==> src/rtl/debouncer.sv <==
// Multi-channel input debouncer.
// Each raw input passes through a two-flop synchroniser. A shared prescaler
// produces a sample tick once every 2^DIV_W enabled cycles. A channel's
// debounced output flips only after STABLE consecutive ticks in which the
// synchronised input disagrees with the current output. A tick on which the
// input agrees with the output clears the channel's count.
// Optional macro DEBOUNCER_EDGE_EN: when defined, registered one-cycle
// rise/fall pulses are produced. When undefined, rise/fall are tied to 0
// and no edge registers exist.
module debouncer #(
  parameter int unsigned CH     = 4,     // number of channels, 1..32
  parameter int unsigned DIV_W  = 11,    // prescaler width, 1..16
  parameter int unsigned STABLE = 3,     // disagreeing ticks to flip, 1..15
  parameter logic        INIT   = 1'b0   // reset level of sync stages and out
) (
  input  logic          clk,
  input  logic          rstn,
  input  logic          en,
  input  logic [CH-1:0] in,
  output logic [CH-1:0] out,
  output logic [CH-1:0] rise,
  output logic [CH-1:0] fall
);

  // Terminal count value for the per-channel counter.
  // With STABLE=1 this is 0, so the first disagreeing tick flips the output.
  localparam logic [3:0] LAST = 4'(STABLE - 1);

  // ------------------------------------------------------------------
  // Shared prescaler
  // ------------------------------------------------------------------
  logic [DIV_W-1:0] presc_q;
  logic [DIV_W-1:0] presc_d;
  logic             tick;

  // tick is qualified by en, so holding en low freezes the prescaler and
  // suppresses every tick.
  assign tick = en & (&presc_q);

  // Prescaler next state: count while enabled, wrapping naturally.
  always_comb begin
    presc_d = presc_q;
    if (en) begin
      presc_d = presc_q + 1'b1;
    end
  end

  // Prescaler register.
  always_ff @(posedge clk or negedge rstn) begin
    if (!rstn) begin
      presc_q <= '0;
    end else begin
      presc_q <= presc_d;
    end
  end

  // ------------------------------------------------------------------
  // Two-flop synchroniser; only the second stage (s_q) is ever sampled
  // ------------------------------------------------------------------
  logic [CH-1:0] meta_q;
  logic [CH-1:0] s_q;

  // Synchroniser chain for all channels.
  always_ff @(posedge clk or negedge rstn) begin
    if (!rstn) begin
      meta_q <= {CH{INIT}};
      s_q    <= {CH{INIT}};
    end else begin
      meta_q <= in;
      s_q    <= meta_q;
    end
  end

  // ------------------------------------------------------------------
  // Per-channel stability counters
  // ------------------------------------------------------------------
  logic [CH-1:0] out_q;
  logic [CH-1:0] out_d;

  for (genvar gi = 0; gi < CH; gi++) begin : g_chan
    logic [3:0] c_q;
    logic [3:0] c_d;
    logic       flip_d;

    // Count consecutive disagreeing ticks.
    // Any agreeing tick restarts the run, which makes short glitches invisible.
    always_comb begin
      c_d    = c_q;
      flip_d = out_q[gi];
      if (tick) begin
        if (s_q[gi] == out_q[gi]) begin
          c_d = '0;
        end else if (c_q == LAST) begin
          flip_d = s_q[gi];
          c_d    = '0;
        end else begin
          c_d = c_q + 4'd1;
        end
      end
    end

    // Counter register; reset discards any partial count.
    always_ff @(posedge clk or negedge rstn) begin
      if (!rstn) begin
        c_q <= '0;
      end else begin
        c_q <= c_d;
      end
    end

    assign out_d[gi] = flip_d;
  end

  // Debounced output register, shared by all channels.
  always_ff @(posedge clk or negedge rstn) begin
    if (!rstn) begin
      out_q <= {CH{INIT}};
    end else begin
      out_q <= out_d;
    end
  end

  assign out = out_q;

  // ------------------------------------------------------------------
  // Edge pulses
  // ------------------------------------------------------------------
`ifdef DEBOUNCER_EDGE_EN
  logic [CH-1:0] rise_q;
  logic [CH-1:0] fall_q;

  // Pulses are computed from the same next-state value that loads out_q.
  // They therefore appear in the same cycle as the new out level.
  // Reset forces out_q and the pulses together, so reset never produces an edge.
  always_ff @(posedge clk or negedge rstn) begin
    if (!rstn) begin
      rise_q <= '0;
      fall_q <= '0;
    end else begin
      rise_q <= out_d & ~out_q;
      fall_q <= ~out_d & out_q;
    end
  end

  assign rise = rise_q;
  assign fall = fall_q;
`else
  assign rise = '0;
  assign fall = '0;
`endif

endmodule

==> config.mk <==
export PLATFORM = sky130hd
export DESIGN_NAME = debouncer
export DESIGN_NICKNAME = d
export VERILOG_FILES = /design/src/rtl/debouncer.sv
export SDC_FILE = /design/constraint.sdc
export NUM_CORES = 1
export LEC_CHECK = 0
export BUFFER_PORTS_ARGS = -buffer_cell sky130_fd_sc_hd__buf_4
export CORE_MARGIN = 2
export CORE_UTILIZATION = 25
export CTS_CLUSTER_DIAMETER = 120
export CTS_CLUSTER_SIZE = 20
export DETAILED_ROUTE_END_ITERATION = 8
export GPL_ROUTABILITY_DRIVEN = 0
export GPL_TIMING_DRIVEN = 0
export PLACE_DENSITY_LB_ADDON = 0.08
export SYNTH_ARGS = -nofsm -noshare
export SYNTH_HDL_FRONTEND = slang
export SYNTH_SLANG_ARGS = --single-unit
==> constraint.sdc <==
create_clock -name clk -period 1.9 [get_ports clk]
set_input_delay 0.57 -clock clk [delete_from_list [all_inputs] [get_ports clk]]
set_output_delay 0.57 -clock clk [all_outputs]
set_load 0.02 [all_outputs]
; ---- Yosys cells after proc, flatten, opt, wreduce, memory -nomap -nowiden
; Index checks and enable logic that the tools add are counted.
[word_totals]
reg_bits = 39
input_bits = 7
output_inout_bits = 12
word_cells = 42
[classes]
n_addsub = 5
eq_ne = 8
n_mux = 8
bitwise = 5
n_reduce_logical = 5
[ops]
columns = op, n
row1 = $mux W4, 8
row2 = $add A4 B1 Y4 const B, 4
row3 = $eq A4 B2 Y1 const B, 4
row4 = $reduce_and A3 Y1, 4
row5 = $add A11 B1 Y11 const B, 1
row6 = $reduce_and A11 Y1, 1
row7 = $eq A1 B1 Y1, 4
row8 = $not A1 Y1, 4
row9 = $and A1 B1 Y1, 1

; ---- Longest topological paths before layout
[depth]
word_depth = 3
depth_mapped = 6
mapped_depth_nobuf = 6

; ---- Worst setup path before layout
; OpenSTA, ideal clock, no wires.
[synth_timing]
path_kind = input-to-reg
from = input port en
to = register g_chan[3].c_q[1]
setup_ps = 104
t_arrival_ps = 1681
required_ps = 1796
path_slack_ps = 115
path_stages = 4
n_path_buf = 1
cell_sequence = nand4_4 -> or4_4 -> buf_6 -> o41ai_2
[synth_via]
elab_chain_len = 1
[synth_rtl]
columns = item, line
row1 = start: declaration, 18  ; input logic en,
row2 = $and A1 B1 Y1, 38  ; assign tick = en & (&presc_q);
row3 = end signal: assignment, 105  ; c_q <= '0;
row4 = end signal: assignment, 107  ; c_q <= c_d;
row5 = end: declaration, 81  ; logic [3:0] c_q;
; Every way passes these cells.
; A chain may end at the register's enable or synchronous reset.

; ---- Worst setup path in the final report
[layout_timing]
from = register presc_q[1]
to = register g_chan[3].c_q[1]
[layout_via]
elab_chain_len = 2
[layout_rtl]
columns = item, line
row1 = start: declaration, 32  ; logic [DIV_W-1:0] presc_q;
row2 = start signal: assignment, 53  ; presc_q <= presc_d;
row3 = $reduce_and A11 Y1, 38
row4 = $and A1 B1 Y1, 38
; Every way passes these cells.

==> run summary <==
The relative area change from synthesis to final layout is 18.4%, and the synthesized cell area is 0.00186 mm^2. The final critical path time including I/O delays and setup came out at 1.81 ns. The tools report the maximum number of pins on one net before global-route repair as 40. The critical path starts at presc_q[1]$_DFFE_PN0P_.

The fraction of final layout cells with drive strength greater than 1 was 21.4%; the count of warnings emitted by yosys was 0. The logs give 25.8% for the initial standard-cell utilization of the core and 764 for the fill cell instance count of the final layout. The maximum clock insertion buffer count came out at 2. STA classifies the critical path startpoint as a register.

The initialized floorplan defines 31 standard-cell rows. In this run the critical register-to-register path is captured at g_chan[3].c_q[1]$_DFFE_PN0N_. For this design the ratio of total power to cell area is 836 mW/mm^2. Summing internal, switching and leakage power gives 1840 uW. Across all register-to-register paths, the minimum setup slack is 0.09 ns. In this run the number of H-tree levels came out at 2. The tools report the part of the total power dissipated in combinational logic as 15.3%. The die covers 0.00814 mm^2.

The run gives 8.87% as the total track usage. For the number of distinct library cells after synthesis, the log shows 29. TritonCTS built the clock tree. The class of the most critical hold timing path is in -> async. Internal power comes to 1320 uW.

The run gives 55.4% as the sequential share of power. The tools report the setup slack after placement as -0.210 ns. Clock latency on the worst-skew pair, taken at its later pin, is 0.29 ns. The quantity of I/O buffers inserted on ports works out to 10. The cell sitting at the root of the clock tree is a sky130_fd_sc_hd__clkbuf_8. The tools report the hold violation total from the final report as 0. The most used flip-flop cell after synthesis is sky130_fd_sc_hd__dfrtp_1. After legalization and detailed placement, the total HPWL measured 2.34 mm. The data arrival time of the critical path was 2.00 ns. After global routing, the most crowded layer is met2.

TritonCTS created 5 clock buffers. Yosys mapped a number of flops with a built-in enable equal to 0. The logs give 1236 for the via count of the first global-routing pass and 0 for the number of maximum-capacitance constraint violations. The per-cell via count in the routed design was 4.17; the final worst clock skew was 0.00515 ns. The run finished with clean final reports. The register area came out at 976 um^2. Peak ir drop on the vdd network: 0.402 mV. At the end of the flow the core is filled with cells to 30.5%.

In this run switching power makes up 28.4% of total power. Residual antenna-violating net count after detailed routing: 0. The number of endpoints failing setup at the final stage is 0.

The startpoint identified for the worst register-to-register timing path is presc_q[1]$_DFFE_PN0P_. For the worst flop-to-flop path, the logic depth is 5. STA classifies the critical path endpoint as a register.

The floorplan step set the die height to 90.2 um. After clock tree synthesis, the clock-pin slew on the worst setup and hold paths is 0.07 ns. Leaving out fill and tap cells, the most frequent cell in the layout is sky130_fd_sc_hd__dfrtp_1.

Global routing consumed, on the met1 layer, 11.1% of the routing resources. Summed over all cells, the static leakage comes to 0.00102 uW. The worst-case setup margin in the final layout is 0.0926 ns, and the final worst-path cycle share is 95.1%.

The final layout contains routed wiring with a total length of 3.43 mm. For this run the aggregate overflow at the end of global routing stands at 0. The power dissipated by switching net loads was 524 uW; the horizontal die dimension was 90.2 um. The net count of the finished layout is 211.

The routed layout has 1230 vias. The tree built by TritonCTS fans out to 39 sinks. The multi-input combinational cells in the finished layout cover a total of 817 um^2. The run gives 5.71 mm as the first-pass GRT wire length. The max-slew violation total from the final report was 0; the part of the power in the clock network was 29.3%. The fraction of registers with async set/reset is 100%.

Data on the critical path is required at its endpoint by 2.09 ns. Synthesized netlist cell count: 167. Path type of the worst setup path: reg -> reg.

At the pin with the least slew margin, the transition time is 0.508 ns. The number of iterations in the first detailed-routing pass was 4; the core area was 0.00721 mm^2. The average wire per standard cell was 11.6 um; the flip-flop and latch count after synthesis was 39.

For this run, design rule violations remaining after detail routing come to 0. The finished layout holds 295 standard cells, fillers aside. 0 antenna diodes ended up in the layout.

The fmax was 0.553 GHz. For the initial antenna violation count, the log shows 0. Synthesized area divided by synthesized cell count: 11.1 um^2. The most critical setup path has its endpoint at g_chan[3].c_q[1]$_DFFE_PN0N_. The met2 capacity usage during global routing was 14.1%. The placed instance count was 283; the met3 track demand over resource in global routing was 2.60%. For this design the top-level I/O count stands at 19. Sequential elements use 52.5% of the synthesized area. Measured against its own limit, the worst slew margin works out to 66.1%. The worst-path maximum fanout works out to 10. In the layout the commonest cells are 39 x sky130_fd_sc_hd__dfrtp_1, 22 x sky130_fd_sc_hd__buf_4, 15 x sky130_fd_sc_hd__nand2_1. The detailed router finished its first iteration with 90 violations.
-- stage by stage --
step / hold slack [ns] / setup TNS, ns / area (um^2)
after CTS: 0.269 / 0 / 2170
after global placement: 0.334 / -3.10 / 2080
after floorplan: 0.274 / 0 / 1890
final: 0.255 / 0 / 2200
after global routing: 0.289 / -0.00193 / 2200
after detailed placement: 0.341 / -3.23 / 2080
-- cells in the mapped netlist, drive strengths merged, types with 4 or more instances --
| cell | count | area, um^2 |
|---|---|---|
| dfrtp | 39 | 976 |
| ha | 9 | 113 |
| nand3 | 4 | 20.0 |
| xor2 | 4 | 35.0 |
| nor4 | 4 | 40.0 |
| nor2 | 12 | 45.0 |
| o21ai | 16 | 80.1 |
| buf | 9 | 71.3 |
| nand2 | 16 | 60.1 |
| xnor2 | 10 | 87.6 |
| o31ai | 4 | 30.0 |
| inv | 6 | 22.5 |
| mux2 | 5 | 56.3 |
| nand4 | 6 | 52.6 |
| nand2b | 6 | 37.5 |
-- critical path: stages (launching register included) --
cell and delay, ns:
sky130_fd_sc_hd__dfrtp_1 0.40, sky130_fd_sc_hd__ha_2 0.22, sky130_fd_sc_hd__nand2_2 0.10, sky130_fd_sc_hd__or4_4 0.53, sky130_fd_sc_hd__buf_6 0.17, sky130_fd_sc_hd__o41ai_2 0.29
-- final cells by class --
type	count	share of cell area, %
well taps	99	5.63
clock inverters	1	0.227
repair buffers	14	4.77
clock buffers	7	3.47
multi-input cells	119	37.1
flip-flops and latches	39	44.3
plain buffers	10	3.47
inverters	6	1.02
-- per-layer routing --
| metal | share of wire (%) | wire (um) |
|---|---|---|
| met5 | 0 | 0 |
| met4 | 1.6 | 55 |
| met3 | 2.8 | 95 |
| met2 | 48 | 1640 |
| met1 | 48 | 1640 |
-- logic make-up after synthesis --
family,synth area share (%)
AO/OA/AOI/OAI,9.15
XOR/XNOR,6.59
adder cells (fa/ha/maj),6.06
buffers and inverters,5.25
flip-flops,52.5
multiplexers,3.03
other,0.202
AND/OR/NAND/NOR,17.2
-- worst min-delay path by stage --
stage | end | cells after the start
6_report | presc_q[6]$_DFFE_PN0P_ | 1
5_1_grt | presc_q[8]$_DFFE_PN0P_ | 1
4_1_cts | presc_q[8]$_DFFE_PN0P_ | 1
3_5_place_dp | s_q[2]$_DFF_PN0_ | 0
3_3_place_gp | s_q[0]$_DFF_PN0_ | 0
2_1_floorplan | g_chan[0].c_q[0]$_DFFE_PN0N_ | 0
-- power groups by stage --
stage | Clock [uW] | Sequential, uW | Combinational (uW)
final | 540 | 1020 | 282
after CTS | 577 | 1020 | 242
after floorplan | 0 | 1010 | 186
after detailed placement | 0 | 1030 | 244
after global placement | 0 | 1030 | 234
after global routing | 613 | 1030 | 307
-- sequential cells by signal, indices dropped and copies added (netlist names) --
| name | count |
|---|---|
| meta_q | 4 |
| out | 4 |
| g_chan.c_q | 16 |
| presc_q | 11 |
| s_q | 4 |
-- repair_timing --
| action | 4_1_cts | 5_1_grt |
|---|---|---|
| resized for setup | 1 | 6 |
| setup buffers | 0 | 4 |
| endpoints found under the setup margin | 15 | 20 |
| hold buffers | 0 | 0 |
| pin swaps | 1 | 2 |
Note: power is estimated with default switching activity, not from simulation.
